$ cat src/rtl/maxpool_pkg.sv
// Shared definitions for the stride-2 / size-2 sequence max-pool.
// Latency: n/a (types, sizing helpers and the combinational per-channel max).
// Backpressure: n/a.
//
// Contents:
//   calc_out_tp  - output samples per output cycle for a given input THROUGHPUT
//   calc_out_len - pooled image length (outputs per image)
//   smax_bw      - per-channel signed max of two packed sample vectors
package maxpool_pkg;

  // Widest sample vector smax_bw handles (NO_CH*BW), widest channel and
  // largest channel count.
  localparam int MAX_W  = 512;
  localparam int MAX_BW = 32;
  localparam int MAX_CH = 64;

  // THROUGHPUT==1 pairs samples across cycles; wider inputs pair adjacent lanes.
  function automatic int calc_out_tp(input int tp);
    return (tp >= 2) ? tp / 2 : 1;
  endfunction

  function automatic int calc_out_len(input int log2_img);
    return 1 << (log2_img - 1);
  endfunction

  // Per-channel two's-complement max of nch fields of bw bits. Each field is
  // sign-extended to MAX_BW before comparing, so the compare is a plain signed
  // compare and the selected field is copied through unchanged (no growth).
  function automatic logic [MAX_W-1:0] smax_bw(input logic [MAX_W-1:0] a,
                                               input logic [MAX_W-1:0] b,
                                               input int nch,
                                               input int bw);
    logic [MAX_W-1:0]         r;
    logic signed [MAX_BW-1:0] fa;
    logic signed [MAX_BW-1:0] fb;
    int                       base;
    int                       idx;
    r = '0;
    for (int c = 0; c < MAX_CH; c++) begin
      fa = '0;
      fb = '0;
      if (c < nch) begin
        base = c * bw;
        for (int i = 0; i < MAX_BW; i++) begin
          // bits above the field repeat the field's sign bit
          idx = base + ((i < bw) ? i : bw - 1);
          if (idx < MAX_W) begin
            fa[i] = a[idx[8:0]];
            fb[i] = b[idx[8:0]];
          end
        end
        for (int i = 0; i < MAX_BW; i++) begin
          idx = base + i;
          if (i < bw && idx < MAX_W) begin
            r[idx[8:0]] = (fa >= fb) ? a[idx[8:0]] : b[idx[8:0]];
          end
        end
      end
    end
    return r;
  endfunction

endpackage

$ cat src/rtl/maxpool_stream_chan_max2.sv
// Two-input per-channel signed max for one sample pair.
// Latency: combinational.
// Backpressure: none (pure function of its inputs).
//
// Ports:
//   a, b - two samples, NO_CH fields of BW signed bits, channel c at [c*BW +: BW]
//   y    - per-channel max(a, b)
module chan_max2
  import maxpool_pkg::*;
#(
  parameter int NO_CH = 8,
  parameter int BW    = 4
) (
  input  logic [NO_CH*BW-1:0] a,
  input  logic [NO_CH*BW-1:0] b,
  output logic [NO_CH*BW-1:0] y
);

  // NO_CH*BW must not exceed MAX_W; the vectors are padded up to the
  // function's fixed width and the result cut back down.
  localparam int SW = NO_CH * BW;

  assign y = SW'(smax_bw(MAX_W'(a), MAX_W'(b), NO_CH, BW));

endmodule

$ cat src/rtl/maxpool_stream.sv
// Stride-2 size-2 max-pool along the sequence axis; halves an image stream.
// Latency: 1 cycle after the second sample of each pair (same-cycle pair when THROUGHPUT>=2).
// Backpressure: none; vld_out pulses once per result and must be taken every cycle.
//
// Ports:
//   clk, rst  - rising-edge clock, asynchronous active-high reset
//   vld_in    - data_in carries THROUGHPUT new samples this cycle
//   data_in   - THROUGHPUT lanes, lane THROUGHPUT-1 earliest, channel c at [c*BW +: BW]
//   vld_out   - data_out carries OUT_TP pooled samples (one-cycle pulse)
//   data_out  - OUT_TP lanes, lane OUT_TP-1 earliest; holds value while vld_out=0
//   last_out  - with vld_out on the final pooled output cycle of an image
module maxpool_stream
  import maxpool_pkg::*;
#(
  parameter  int NO_CH         = 8,
  parameter  int BW            = 4,
  parameter  int LOG2_IMG_SIZE = 7,
  parameter  int THROUGHPUT    = 1,
  localparam int OUT_TP        = calc_out_tp(THROUGHPUT)
) (
  input  logic                                 clk,
  input  logic                                 rst,
  input  logic                                 vld_in,
  input  logic [THROUGHPUT-1:0][NO_CH*BW-1:0]  data_in,
  output logic                                 vld_out,
  output logic [OUT_TP-1:0][NO_CH*BW-1:0]      data_out,
  output logic                                 last_out
);

  localparam int SW      = NO_CH * BW;
  localparam int OUT_LEN = calc_out_len(LOG2_IMG_SIZE);
  localparam int CW      = (LOG2_IMG_SIZE > 1) ? LOG2_IMG_SIZE - 1 : 1;

  logic [CW-1:0]             out_cnt;   // pooled samples emitted so far in this image
  logic [CW:0]               cnt_sum;   // one bit wider so the wrap compare cannot overflow
  logic                      cnt_wrap;  // this output reaches the end of the image
  logic                      fire;      // a pooled result is produced at this edge
  logic [OUT_TP-1:0][SW-1:0] pool_res;

  assign cnt_sum  = {1'b0, out_cnt} + (CW+1)'(OUT_TP);
  assign cnt_wrap = (cnt_sum >= (CW+1)'(OUT_LEN));

  generate
    if (THROUGHPUT == 1) begin : g_tp1
      // One sample per cycle: pairs are formed across cycles through a hold
      // register. Phase and hold only move on vld_in, so gaps anywhere,
      // including inside a pair, are transparent.
      logic          phase;
      logic [SW-1:0] hold;

      assign fire = vld_in & phase;

      always_ff @(posedge clk or posedge rst) begin
        if (rst) begin
          phase <= 1'b0;
          hold  <= '0;
        end else if (vld_in) begin
          if (!phase) begin
            hold <= data_in[0];
          end
          // Images are even length so the wrapping output always sits on
          // phase 1 and the toggle already returns to 0; forcing it keeps a
          // pair from ever straddling two images.
          phase <= (fire && cnt_wrap) ? 1'b0 : ~phase;
        end
      end

      chan_max2 #(
        .NO_CH (NO_CH),
        .BW    (BW)
      ) u_max (
        .a (hold),
        .b (data_in[0]),
        .y (pool_res[0])
      );
    end else begin : g_tpn
      // Even lane count: every input cycle is a whole number of pairs, so the
      // only state is the position counter.
      assign fire = vld_in;

      for (genvar k = 0; k < OUT_TP; k++) begin : g_lane
        chan_max2 #(
          .NO_CH (NO_CH),
          .BW    (BW)
        ) u_max (
          .a (data_in[2*k+1]),
          .b (data_in[2*k]),
          .y (pool_res[k])
        );
      end
    end
  endgenerate

  // Output register and position counter. A new result simply overwrites
  // data_out on the edge it is produced, so back-to-back results need no bubble.
  always_ff @(posedge clk or posedge rst) begin
    if (rst) begin
      vld_out  <= 1'b0;
      last_out <= 1'b0;
      data_out <= '0;
      out_cnt  <= '0;
    end else begin
      vld_out  <= fire;
      last_out <= fire & cnt_wrap;
      if (fire) begin
        data_out <= pool_res;
        out_cnt  <= cnt_wrap ? '0 : cnt_sum[CW-1:0];
      end
    end
  end

endmodule

$ cat config.mk
export PLATFORM = sky130hd
export DESIGN_NAME = maxpool_stream
export DESIGN_NICKNAME = d
export VERILOG_FILES = /design/src/rtl/maxpool_pkg.sv /design/src/rtl/maxpool_stream_chan_max2.sv /design/src/rtl/maxpool_stream.sv
export SDC_FILE = /design/constraint.sdc
export NUM_CORES = 1
export LEC_CHECK = 0
export BUFFER_PORTS_ARGS = -buffer_cell sky130_fd_sc_hd__clkbuf_2
export CAP_MARGIN = 20
export CORE_MARGIN = 2
export CORE_UTILIZATION = 30
export CTS_CLUSTER_DIAMETER = 200
export DETAILED_ROUTE_END_ITERATION = 10
export HOLD_SLACK_MARGIN = 0.1
export SLEW_MARGIN = 25
export SYNTH_ARGS = -nofsm -noshare
export SYNTH_HDL_FRONTEND = slang
export SYNTH_SLANG_ARGS = --single-unit
$ cat constraint.sdc
create_clock -name clk -period 2.1 [get_ports clk]
set_input_delay 0.42 -clock clk [delete_from_list [all_inputs] [get_ports clk]]
set_output_delay 0.42 -clock clk [all_outputs]
set_load 0.1 [all_outputs]
# Word-level counts from Yosys, hierarchy flattened
# Cells that the tools add are included.
[totals] reg_bits=73 latchBits=0 mem_bits_rw=0 mem_bits_ro=0 output_inout_bits=34 mem_count=0
[op_classes] addsub=1 multipliers=0 n_div=0 n_lt_le_gt_ge=9 eq_ne=0 shifts=0 n_mux=34 bitwise=3 n_reduce_logical=2
[op_table] operator="$mux W1" count=33
[op_table] operator="$ge A4 B4 Y1" count=8
[op_table] operator="$add A6 B1 Y7 const B" count=1
[op_table] operator="$ge A7 B7 Y1 const B" count=1
[op_table] operator="$mux W6" count=1
[op_table] operator="$and A1 B1 Y1" count=2
[op_table] operator="$reduce_and A2 Y1" count=1
[op_table] operator="$logic_and A1 B1 Y1" count=1
[op_table] operator="$not A1 Y1" count=1

# Depth between registers and ports, before layout
[depth] depth_word=4 depth_mapped=7 depth_no_buf=6

# Modules after synthesis
# From an unflattened synthesis, not the netlist that was laid out.
[hier_totals] cells_unflattened=376 area_unflattened_um2=4514.3
[by_module_without_submodules] module="maxpool_stream" instances=1 cells_per_inst=170 area_per_inst_um2=2907.8 seq_area_each_um2=1826.8
[by_module_without_submodules] module="chan_max2" instances=1 cells_per_inst=206 area_per_inst_um2=1606.5 seq_area_each_um2=0.0

# Worst setup path after synthesis
# No wires, ideal clock.
[synth_timing] kind="input to register" from="input data_in[15] in the netlist's numbering" to="register data_out[12] in the netlist's numbering" t_arrival_ns=1.432 t_required_ns=1.968 setup_slack_ns=0.536 stages=6 n_path_buf=0 path_cell_list="inv_1 -> ha_1 -> or3b_1 -> o22ai_1 -> a21oi_2 -> mux2i_1"
[synth_between] elab_chain_cells=2
[synth_lines] item="start: declaration" line="maxpool_stream.sv:24" source="input logic [THROUGHPUT-1:0][NO_CH*BW-1:0] data_in,"
[synth_lines] item="$ge A4 B4 Y1" line="maxpool_pkg.sv:55" source="r[idx[8:0]] = (fa >= fb) ? a[idx[8:0]] : b[idx[8:0]];"
[synth_lines] item="$mux W1" line="maxpool_pkg.sv:55"
[synth_lines] item="end signal: assignment" line="maxpool_stream.sv:106" source="data_out <= pool_res;"
[synth_lines] item="end: declaration" line="maxpool_stream.sv:26" source="output logic [OUT_TP-1:0][NO_CH*BW-1:0] data_out,"
# No other way between the ends.
# A chain may end at the register's enable or synchronous reset.

# Final worst setup path
[layout_timing] from="register g_tp1.hold[7]" to="register data_out[5] in the netlist's numbering"
[layout_between] elab_chain_cells=2
[layout_lines] item="start: declaration" line="maxpool_stream.sv:49" source="logic [SW-1:0] hold;"
[layout_lines] item="start signal: assignment" line="maxpool_stream.sv:59" source="hold <= data_in[0];"
[layout_lines] item="$ge A4 B4 Y1" line="maxpool_pkg.sv:55"
[layout_lines] item="$mux W1" line="maxpool_pkg.sv:55"
# No other way between the ends.

==> run metrics <==
CP max stage delay about 400 ps; worst path required time 2310 ps; kind of end point of the critical path flip-flop; most used cells in the layout excluding fill and tap cells sky130_fd_sc_hd__dfrtp_1, sky130_fd_sc_hd__clkbuf_2, sky130_fd_sc_hd__a21oi_1, sky130_fd_sc_hd__inv_1, sky130_fd_sc_hd__ha_1; number of clock sinks 73; DIE AREA roughly 15,000 sq um; final-report setup violation count 0; First-pass DRT Iterations 4; arrival time of data at the critical path endpoint 1860 ps; total number of vias 3,068; remaining global-route overflow 0; share of synthesized area spent on multiplexers 14.39%; share of the synthesized area in the top cell type 44.50%; cell with the largest stage delay on the worst path sky130_fd_sc_hd__dfrtp_1; outcome complete, no violations; simple-gate share of the synthesized area 10.61%; Hold Buf Count CTS 0; worst-path fanout max 4; area of the multi-input gates just over 2000 sq um; maximum number of pins on one net before global-route repair 74; cells taking the most area after synthesis sky130_fd_sc_hd__dfrtp_1, sky130_fd_sc_hd__ha_1, sky130_fd_sc_hd__a21oi_1; sequential area share after synthesis 44.50%; number of buffer and inverter instances along the worst setup path 0; leading cell type in the layout, fill and taps excluded sky130_fd_sc_hd__dfrtp_1; IO buf count 68; Die W 121.0 um; RePlAce Congestion 0.7461; worst flop-to-flop path startpoint g_tp1.hold[7]; DR DRC count 0; Setup Fix Bufs, Post-CTS 0; number of ports placed on the die boundary 69; upper clock frequency limit around 0.61 GHz; antenna violations before repair 1; post-synth net total 471; Critical Path, Cell by Cell ha_1 -> or3b_1 -> o22ai_1 -> a21oi_2 -> mux2i_1; Max-slew headroom 61.67%; number of warnings issued by yosys 0; Avg WL per Cell 13.47 um; final slew viol count 0; vias in the first global route 3,056; crit path kind reg2reg; number of hold violations in the final report 0; worst setup path start g_tp1.hold[7]; nets@finish 541; post-synthesis instance area 4105 sq um; global-route wire length before repair around 15,000 um; clk_skew 6.725 ps; synthesis-to-layout area growth 21.88%; Post-Synth Adder-Cell Area 10.06%; FF+latch count, synth 73; dominant cell type by area after synthesis sky130_fd_sc_hd__dfrtp_1; All-Layer GR Usage a little over an eighth; dominant combinational cell family by area after synthesis multiplexers; clock slew seen by the registers of the worst setup and hold paths 60 ps; ratio of cells with drive above 1 in the final layout around a quarter; CTS root buf sky130_fd_sc_hd__clkbuf_16; worst slew pin tran 577.5 ps; compound-gate portion of the synthesized area 13.59%; share of the synthesized netlist area taken by xor and xnor gates 0.6400%; number of standard-cell rows in the floorplan 42; number of vias per cell after detailed routing 4.691; max capacitance violation total 0; number of DRC markers in iteration 0 78; critical path startpoint category flip-flop; worst min-delay path category in2async; initial standard-cell utilization of the core between 30% and 40%; H-tree Lvls 3; average cell area after synthesis between 10 and 15 sq um; Antenna Cells 0; Die Y-Extent 121.0 um; sum of routed wire length over all layers approximately 9000 um; clk_lat worst skew 340 ps; top cell family by delay on the critical path flip-flops; core area 13,300 sq um; RSZ-0062 raised after global routing false; Num CTS Buffers 9; final period demand of the worst path 1645 ps; number of inserted filler cells in the final layout 1,310; fraction of the cycle the final worst path needs about four fifths; remaining antenna violation count 0; setup TNS after final layout 0 ps; Final HPWL DP 5969 um; post-CTS resize count 0; Distinct cells, synth 30; clock tree from TritonCTS done; deepest clock path buffer count 2; Storage cell area 1827 sq um; Gate Count Post-Synth 403
sequential cells by signal (all words and copies together), names as in the netlist:
| signal | cells |
|---|---|
| g_tp1.phase | 1 |
| vld_out | 1 |
| g_tp1.hold | 32 |
| out_cnt | 6 |
| data_out | 32 |
| last_out | 1 |
worst register-to-register path, delay by kind of cell, from the launching register on:
| family | cells | cell delay (ps) |
|---|---|---|
| simple gates | 1 | 380 |
| flops | 1 | 390 |
| compound gates | 2 | 300 |
| fa+ha+maj | 1 | 300 |
| mux | 1 | 150 |
logic make-up after synthesis:
group	Yosys count
AND/OR/NAND/NOR	78
multiplexers	56
buffers and inverters	63
AO/OA/AOI/OAI	97
adder cells (fa/ha/maj)	33
XOR/XNOR	3
flip-flops	73
through the flow:
step                utilization (%)  hold WS [ps]  area (sq um)  worst slack [ps]  cells
floorplan                         -         438.8          4109             536.0    403
global placement              35.05         456.9          4659             359.6    638
detailed placement            35.05         463.8          4659             288.3    638
CTS                           37.63         194.8          5004             445.9    654
global route                  37.63         226.9          5004             350.9    654
finish                        37.63         172.9          5004             455.4    654
cell usage after synthesis:
cell type	count
sky130_fd_sc_hd__inv_2	1
sky130_fd_sc_hd__and3_1	1
sky130_fd_sc_hd__o22ai_1	4
sky130_fd_sc_hd__a221o_1	2
sky130_fd_sc_hd__or3b_1	4
sky130_fd_sc_hd__nand2_1	17
sky130_fd_sc_hd__a221oi_4	2
sky130_fd_sc_hd__mux2_2	21
sky130_fd_sc_hd__dfrtp_1	73
sky130_fd_sc_hd__mux2i_1	32
sky130_fd_sc_hd__xor2_1	1
sky130_fd_sc_hd__ha_1	33
sky130_fd_sc_hd__buf_4	1
sky130_fd_sc_hd__o21ai_1	3
sky130_fd_sc_hd__inv_1	47
sky130_fd_sc_hd__a21oi_2	4
sky130_fd_sc_hd__nand3_1	3
sky130_fd_sc_hd__buf_2	12
sky130_fd_sc_hd__clkbuf_1	2
sky130_fd_sc_hd__xnor2_1	2
sky130_fd_sc_hd__nor2_1	5
sky130_fd_sc_hd__and2_1	32
sky130_fd_sc_hd__mux2_1	3
sky130_fd_sc_hd__o21ai_0	16
sky130_fd_sc_hd__nor2b_1	3
sky130_fd_sc_hd__a21oi_1	66
sky130_fd_sc_hd__nand4_1	2
sky130_fd_sc_hd__nor3_1	7
sky130_fd_sc_hd__nor4b_1	2
sky130_fd_sc_hd__nand2b_1	2
worst paths after layout:
kind                                     end  slack [ps]  depth (start not counted)
worst max-delay path             data_out[5]         460                          5
worst min-delay path             data_out[1]         170                          3
worst max register to register   data_out[5]         460                          5
worst min register to register    out_cnt[4]         470                          1
max in group asynchronous       data_out[22]        1600                          3
min in group clk                 g_tp1.phase         310                          2
area by class of cell:
cell class	count	share of cell area [%]
multi-input combinational	267	40.59
sequential	73	36.51
timing repair buffer	74	7.952
clock buffer	10	4.776
inverter	48	3.676
tap	176	4.401
clock inverter	6	2.101
metal layers:
metal	vias up	GRT usage, %	wire, um
met5	-	0	13
met2	44	21.70	4279
li1	1527	-	-
met1	1485	15.90	4071
met4	2	4.142	87
met3	10	4.464	356
Power is left out: the tool's default activity adds up to more than one toggle a clock period on the data nets, which glitch-free logic cannot reach.
